===== src/rtl/multicycle_ctrl.sv =====
// ============================================================================
// multicycle_ctrl
// ----------------------------------------------------------------------------
// Control unit for a multicycle RV32I-style datapath. Sequences each
// instruction through FETCH -> DECODE -> EXEC -> (MEM) -> (WB) and drives the
// datapath mux selects and write enables. An unknown opcode or a reserved
// branch funct3 parks the controller in TRAP until reset.
//
// Optional build macro:
//   MCTRL_TIMEOUT_EN  adds an 8-bit wait counter. TRAP is entered once
//                     FETCH or MEM has waited TO_LIMIT consecutive cycles
//                     without i_mem_ack. When the macro is not defined, the
//                     controller waits for an ack indefinitely.
//
// Parameters:
//   TO_LIMIT    memory-wait timeout in cycles (only with MCTRL_TIMEOUT_EN)
//
// Ports:
//   i_clk        clock, rising edge
//   i_rst_n      asynchronous active-low reset
//   i_instr      instruction register contents
//   i_br_equal   branch comparator: rs1 == rs2
//   i_br_less    branch comparator: rs1 <  rs2
//   i_mem_ack    memory transfer done (one-cycle pulse)
//   o_mem_req    memory request, held until the ack cycle
//   o_mem_we     store qualifier for o_mem_req
//   o_imem_sel   1 = address from PC, 0 = address from ALU
//   o_ir_we      instruction register write enable
//   o_pc_we      PC write enable
//   o_rd_wren    register file write enable
//   o_pc_sel     1 = next PC from ALU, 0 = PC+4
//   o_opa_sel    1 = rs1, 0 = PC
//   o_opb_sel    1 = rs2, 0 = immediate
//   o_alu_op     ALU operation
//   o_br_un      unsigned branch compare
//   o_wb_sel     00 = ALU, 01 = load data, 10 = PC+4
//   o_state      current state (debug)
//   o_trap       sticky trap flag
//
// State table
//   state  | meaning
//   FETCH  | instruction fetch, waiting for i_mem_ack
//   DECODE | opcode legality check
//   EXEC   | ALU operation; branches resolve here
//   MEM    | load/store data access, waiting for i_mem_ack
//   WB     | register write-back and PC update
//   TRAP   | illegal instruction or timeout; held until reset
// ============================================================================
module multicycle_ctrl #(
   parameter int TO_LIMIT = 64
) (
   input  logic        i_clk,
   input  logic        i_rst_n,
   input  logic [31:0] i_instr,
   input  logic        i_br_equal,
   input  logic        i_br_less,
   input  logic        i_mem_ack,
   output logic        o_mem_req,
   output logic        o_mem_we,
   output logic        o_imem_sel,
   output logic        o_ir_we,
   output logic        o_pc_we,
   output logic        o_rd_wren,
   output logic        o_pc_sel,
   output logic        o_opa_sel,
   output logic        o_opb_sel,
   output logic [3:0]  o_alu_op,
   output logic        o_br_un,
   output logic [1:0]  o_wb_sel,
   output logic [2:0]  o_state,
   output logic        o_trap
);

   typedef enum logic [2:0] {
      S_FETCH  = 3'b000,
      S_DECODE = 3'b001,
      S_EXEC   = 3'b010,
      S_MEM    = 3'b011,
      S_WB     = 3'b100,
      S_TRAP   = 3'b111
   } state_t;

   localparam logic [6:0] OP_R     = 7'b0110011;
   localparam logic [6:0] OP_IMM   = 7'b0010011;
   localparam logic [6:0] OP_LOAD  = 7'b0000011;
   localparam logic [6:0] OP_STORE = 7'b0100011;
   localparam logic [6:0] OP_BR    = 7'b1100011;
   localparam logic [6:0] OP_JAL   = 7'b1101111;
   localparam logic [6:0] OP_JALR  = 7'b1100111;
   localparam logic [6:0] OP_LUI   = 7'b0110111;
   localparam logic [6:0] OP_AUIPC = 7'b0010111;

   state_t state;
   state_t state_nxt;
   logic   trap_q;

   // instruction fields
   logic [6:0] opcode;
   logic [2:0] funct3;
   logic [4:0] rd;
   logic       f7_b5;

   assign opcode = i_instr[6:0];
   assign rd     = i_instr[11:7];
   assign funct3 = i_instr[14:12];
   assign f7_b5  = i_instr[30];

   logic unused_instr;
   assign unused_instr = ^{i_instr[31], i_instr[29:15]};

   logic is_r, is_imm, is_ld, is_st, is_br, is_jal, is_jalr, is_lui, is_auipc;
   logic legal, br_rsvd, br_taken;

   assign is_r     = (opcode == OP_R);
   assign is_imm   = (opcode == OP_IMM);
   assign is_ld    = (opcode == OP_LOAD);
   assign is_st    = (opcode == OP_STORE);
   assign is_br    = (opcode == OP_BR);
   assign is_jal   = (opcode == OP_JAL);
   assign is_jalr  = (opcode == OP_JALR);
   assign is_lui   = (opcode == OP_LUI);
   assign is_auipc = (opcode == OP_AUIPC);
   assign legal    = is_r | is_imm | is_ld | is_st | is_br | is_jal | is_jalr
                   | is_lui | is_auipc;

   // funct3 010/011 are unassigned branch encodings
   assign br_rsvd = is_br && (funct3[2:1] == 2'b01);

   always_comb begin
      br_taken = 1'b0;
      case (funct3)
         3'b000:          br_taken = i_br_equal;
         3'b001:          br_taken = ~i_br_equal;
         3'b100, 3'b110:  br_taken = i_br_less;
         3'b101, 3'b111:  br_taken = ~i_br_less;
         default:         br_taken = 1'b0;
      endcase
   end

   // ------------------------------------------------------------------------
   // Memory wait timeout
   // ------------------------------------------------------------------------
   logic waiting;
   logic wait_expired;

   assign waiting = (state == S_FETCH) || (state == S_MEM);

`ifdef MCTRL_TIMEOUT_EN
   localparam logic [7:0] TO_LIM8 = 8'(TO_LIMIT);

   logic [7:0] wait_cnt;

   // expires on the TO_LIMIT-th consecutive cycle without an ack
   assign wait_expired = waiting && !i_mem_ack && ((wait_cnt + 8'd1) == TO_LIM8);

   always_ff @(posedge i_clk or negedge i_rst_n) begin
      if (!i_rst_n) begin
         wait_cnt <= 8'd0;
      end else if (!waiting || i_mem_ack || wait_expired || (state_nxt != state)) begin
         wait_cnt <= 8'd0;
      end else begin
         wait_cnt <= wait_cnt + 8'd1;
      end
   end
`else
   logic unused_to_limit;
   assign unused_to_limit = ^8'(TO_LIMIT) ^ waiting;
   assign wait_expired    = 1'b0;
`endif

   // ------------------------------------------------------------------------
   // Next state
   // ------------------------------------------------------------------------
   always_comb begin
      state_nxt = state;
      case (state)
         S_FETCH: begin
            if (wait_expired)   state_nxt = S_TRAP;
            else if (i_mem_ack) state_nxt = S_DECODE;
         end
         S_DECODE: state_nxt = legal ? S_EXEC : S_TRAP;
         S_EXEC: begin
            if (is_ld || is_st) state_nxt = S_MEM;
            else if (br_rsvd)   state_nxt = S_TRAP;
            else if (is_br)     state_nxt = S_FETCH;
            else                state_nxt = S_WB;
         end
         S_MEM: begin
            if (wait_expired)   state_nxt = S_TRAP;
            else if (i_mem_ack) state_nxt = is_st ? S_FETCH : S_WB;
         end
         S_WB:    state_nxt = S_FETCH;
         S_TRAP:  state_nxt = S_TRAP;
         default: state_nxt = S_TRAP;
      endcase
   end

   always_ff @(posedge i_clk or negedge i_rst_n) begin
      if (!i_rst_n) begin
         state  <= S_FETCH;
         trap_q <= 1'b0;
      end else begin
         state  <= state_nxt;
         trap_q <= trap_q | (state_nxt == S_TRAP);
      end
   end

   // ------------------------------------------------------------------------
   // Output decode (state + instruction)
   // ------------------------------------------------------------------------
   logic       mem_req_c, mem_we_c, imem_sel_c, ir_we_c, pc_we_c, rd_wren_c;
   logic       pc_sel_c, opa_sel_c, opb_sel_c, br_un_c;
   logic [3:0] alu_op_c;
   logic [1:0] wb_sel_c;

   always_comb begin
      mem_req_c  = 1'b0;
      mem_we_c   = 1'b0;
      imem_sel_c = 1'b0;
      ir_we_c    = 1'b0;
      pc_we_c    = 1'b0;
      rd_wren_c  = 1'b0;
      pc_sel_c   = 1'b0;
      opa_sel_c  = 1'b0;
      opb_sel_c  = 1'b0;
      br_un_c    = 1'b0;
      alu_op_c   = 4'b0000;
      wb_sel_c   = 2'b00;
      case (state)
         S_FETCH: begin
            mem_req_c  = 1'b1;
            imem_sel_c = 1'b1;
            ir_we_c    = i_mem_ack;
         end
         S_EXEC: begin
            if (is_r) begin
               opa_sel_c = 1'b1;
               opb_sel_c = 1'b1;
               alu_op_c  = {f7_b5, funct3};
            end else if (is_imm) begin
               opa_sel_c = 1'b1;
               // bit 30 of an I-immediate only means "arithmetic" for SRAI
               alu_op_c  = {(funct3 == 3'b101) ? f7_b5 : 1'b0, funct3};
            end else if (is_ld || is_st || is_jalr) begin
               opa_sel_c = 1'b1;
            end else if (is_lui) begin
               alu_op_c  = 4'b1111;
            end
            if (is_br) begin
               br_un_c  = funct3[1];
               pc_we_c  = ~br_rsvd;
               pc_sel_c = br_taken & ~br_rsvd;
            end
         end
         S_MEM: begin
            mem_req_c = 1'b1;
            mem_we_c  = is_st;
            // stores retire here, so the PC advances on the data ack
            pc_we_c   = is_st & i_mem_ack;
         end
         S_WB: begin
            rd_wren_c = (rd != 5'd0);
            pc_we_c   = 1'b1;
            pc_sel_c  = is_jal | is_jalr;
            if (is_ld)                 wb_sel_c = 2'b01;
            else if (is_jal || is_jalr) wb_sel_c = 2'b10;
         end
         default: ;
      endcase
   end

   // reset gates the decoded outputs so a request aborts without waiting
   // for a clock edge and no write enable can escape during reset
   assign o_mem_req  = mem_req_c  & i_rst_n;
   assign o_mem_we   = mem_we_c   & i_rst_n;
   assign o_imem_sel = imem_sel_c & i_rst_n;
   assign o_ir_we    = ir_we_c    & i_rst_n;
   assign o_pc_we    = pc_we_c    & i_rst_n;
   assign o_rd_wren  = rd_wren_c  & i_rst_n;
   assign o_pc_sel   = pc_sel_c   & i_rst_n;
   assign o_opa_sel  = opa_sel_c  & i_rst_n;
   assign o_opb_sel  = opb_sel_c  & i_rst_n;
   assign o_br_un    = br_un_c    & i_rst_n;
   assign o_alu_op   = alu_op_c   & {4{i_rst_n}};
   assign o_wb_sel   = wb_sel_c   & {2{i_rst_n}};
   assign o_state    = state;
   assign o_trap     = trap_q;

endmodule


===== config.mk =====
export PLATFORM = sky130hd
export DESIGN_NAME = multicycle_ctrl
export DESIGN_NICKNAME = d
export VERILOG_FILES = /design/src/rtl/multicycle_ctrl.sv
export SDC_FILE = /design/constraint.sdc
export NUM_CORES = 1
export LEC_CHECK = 0
export CAP_MARGIN = 25
export CORE_ASPECT_RATIO = 1.75
export CORE_MARGIN = 2
export CORE_UTILIZATION = 28
export CTS_CLUSTER_SIZE = 10
export DETAILED_ROUTE_END_ITERATION = 10
export PLACE_DENSITY = 0.82
export SETUP_SLACK_MARGIN = 0.2
export SKIP_LAST_GASP = 1
export SYNTH_ARGS = -nofsm -noshare
export SYNTH_HDL_FRONTEND = slang
export SYNTH_SLANG_ARGS = --single-unit
export TNS_END_PERCENT = 100

===== constraint.sdc =====
create_clock -name i_clk -period 1.9 [get_ports i_clk]
set_input_delay 0.57 -clock i_clk [delete_from_list [all_inputs] [get_ports i_clk]]
set_output_delay 0.57 -clock i_clk [all_outputs]
set_load 0.05 [all_outputs]

==> results.py <==
metrics = {
    "run_status": {
        "outcome": "complete, but fails checks",
        "violations": "negative setup slack",
    },
    "floorplan": {
        "initial_core_util": 0.287,
        "num_rows": 23,
        "core-area_um2": 2240,
        "dieArea_um2": 2710,
        "die_h_um": 67.4,
        "io_pins": 57,
        "die_w_um": 40.2,
    },
    "finish": {
        "nFillCells": 118,
        "antenna-diode-count": 0,
        "multi_input_area_um2": 761,
        "most-common-layout-cells": "buf_4 (38), buf_12 (19), buf_6 (9), buf_2 (8), dlygate4sd2_1 (7)",
        "finalNetCount": 214,
        "syn_to_final_growth_pct": 189,
        "layout_commonest_cell": "buf_4",
        "seqCellArea_um2": 104,
        "layout-drive-gt1-share": 0.722,
        "design_area_um2": 1860,
    },
    "setup_path": {
        "cp.depth": 7,
        "critPathSlowestCell": "nand4bb_4",
        "rrSetupSlack_ns": 0.25,
        "cp-start-kind": "primary input",
        "cp-startpoint": "i_instr[3]",
        "crit_type": "in -> out",
        "slowest_delay_ns": 0.25,
        "arrival_ns": 1.72,
        "worstReg2RegStart": "o_state[0]$_DFF_PN0_",
        "crit_path_end_kind": "output port",
        "endpoint": "o_pc_sel",
        "worstPathMaxFanout": 3,
        "path_buf_inv": 2,
        "critPathRequiredTime_ns": 1.33,
        "critical-path-top-delay-family": "simple AND/OR/NAND/NOR gates",
        "r2r_cells": 8,
        "crit_chain": "buf_6 -> nand4bb_4 -> nor2_4 -> nand2_4 -> nor4_4 -> o21a_2 -> buf_12",
        "r2r-end": "o_trap$_DFF_PN0_",
    },
    "sta": {
        "clock_skew_ns": 0.00592,
        "setup_viol_count_final": 16,
        "clock.fmax_ghz": 0.437,
        "whs_ns": 0.394,
        "fin_tns_setup_ns": -4.54,
        "maxSlewViolCount": 0,
        "worstMarginPinSlew_ns": 0.361,
        "slew_headroom": 0.757,
        "hold_viol": 0,
        "finalCritPeriodShare": 1.21,
        "period_needed_ns": 2.29,
        "setup_ws_ns": -0.390,
        "rsz0062_at_grt": "true",
    },
    "power": {
        "leakagePower_nw": 0.812,
        "power_density_nw_per_um2": 557,
        "peakVddDrop_uv": 383,
    },
    "yosys": {
        "ys_top_cells_by_area": "dfrtp_1 (16%), nor2_1 (5.8%), nand3_1 (5.4%), nand2_1 (5.3%), a21oi_1 (4.7%)",
        "synth_fp_nets": 129,
        "syn_inst": 92,
        "ys_warn_count": 0,
        "synth-seq-area-share": 0.156,
        "synth_seq_cells": 4,
        "synth_top_area_cell": "dfrtp_1",
        "syn_area_um2": 643,
        "synth.avg_cell_area_um2": 6.99,
        "netlist.area_leader.share": 0.156,
        "synth.distinct_cells": 38,
    },
    "detailed_routing": {
        "drt_iter0_markers": 22,
        "route.detailed.drc": 0,
        "vias": 1112,
        "firstDrtPassIters": 4,
        "ant_nets": 0,
        "viasPerCell": 5.53,
        "wl_um": 3650,
        "wl_per_cell_um": 18.1,
    },
    "clocking": {
        "cts_tree": "done",
        "clock_sinks": 4,
        "clkTransAtPathRegs_ns": 0.04,
        "cts_buffers": 3,
        "clk_latency_ns": 0.23,
        "htreeDepth": 1,
        "cts_buffer_depth": 2,
        "cts_hold_buf": 0,
        "cts_root_buffer": "clkbuf_8",
    },
    "global_route": {
        "grt_pass1_vias": 1154,
        "grt_first_pass_wirelength_um": 5390,
        "antenna_found_initial": 0,
        "gr-usage-all-layers": 0.289,
        "grt_max_degree": 8,
        "overflow": 0,
    },
    "placement": {
        "dp_hpwl_um": 2440,
        "placed_cell_area_um2": 1640,
        "io_buffer_count": 40,
        "place.gp.congestion": 0.890,
    },
    "hold_path": {
        "hp-class": "in -> async",
    },
    "run": {
        "drv_cap": 0,
    },
}
## state kept, by name, summed over array words and instances (netlist names)
| signal | count |
|---|---|
| o_state | 3 |
| o_trap | 1 |
## metal layers
layer  GRT usage  up-vias  wire, µm  part of all wire
met5           0        -         0                 0
met4       0.192        0       200             0.055
met3      0.0625       20       176             0.048
met2       0.522       58      2090              0.57
met1       0.264      538      1180              0.32
li1            -      496         -                 -
## through the flow
stage	util	setup WS, ns	total power, mW	std cells
4_1_cts	0.799	-0.342	0.975	198
3_3_place_gp	0.731	-0.737	0.687	186
2_1_floorplan	-	-0.383	0.412	92
6_report	0.828	-0.390	1.03	201
3_5_place_dp	0.731	-0.746	0.712	186
5_1_grt	0.828	-0.432	1.07	201
## worst min-delay path by stage
stage                            to        startpoint  cells after the start  slack, ns
2_1_floorplan  o_state[0]$_DFF_PN0_           i_rst_n                      0       0.27
3_3_place_gp       o_trap$_DFF_PN0_  o_trap$_DFF_PN0_                      2       0.48
3_5_place_dp       o_trap$_DFF_PN0_  o_trap$_DFF_PN0_                      2       0.49
4_1_cts        o_state[1]$_DFF_PN0_           i_rst_n                      3       0.39
5_1_grt        o_state[1]$_DFF_PN0_           i_rst_n                      3       0.41
6_report       o_state[1]$_DFF_PN0_           i_rst_n                      3       0.39
## cells by family (layout without fill, tap and decap cells)
family | count (synthesis) | in the layout | share of synthesized area
AND/OR/NAND/NOR | 53 | 53 | 0.518
buffers and inverters | 10 | 94 | 0.0778
AO/OA/AOI/OAI | 23 | 23 | 0.222
XOR/XNOR | 2 | 2 | 0.0272
flip-flops | 4 | 4 | 0.156
## layout make-up
| cell class | count | share of cell area |
|---|---|---|
| clock buffer | 4 | 0.0242 |
| timing repair buffer | 83 | 0.478 |
| sequential | 4 | 0.0559 |
| inverter | 7 | 0.0155 |
| tap | 25 | 0.0168 |
| multi-input combinational | 78 | 0.409 |
## cells in the mapped netlist (all sizes together)
library cell and number:
nor2b 3, nand4bb 1, a211oi 1, xor2 1
a31oi 2, inv 7, nand2b 2, nand2 11
nor2 12, nor3 7, xnor2 1, dfrtp 4
buf 3, nor4 4, nor4b 1, nand3 7
o21a 1, and2b 1, o211ai 1, a21oi 6
o21ai 7, a21boi 2, a22oi 3, and3 3
or3 1
## what timing repair did
action	CTS	global route
gates resized for setup	82	9
buffers inserted	8	3
setup endpoints to repair	20	19
pin swaps	27	12
## tightest hold or removal path, delay by kind of cell
kind,cells,cell delay (ns)
buf+inv,3,0.38
## where the power goes
part           internal [mW]  switching [mW]
sequential             0.106          0.0244
clock                  0.144          0.0570
combinational          0.333           0.371
Note: power is estimated with default switching activity, not from simulation.
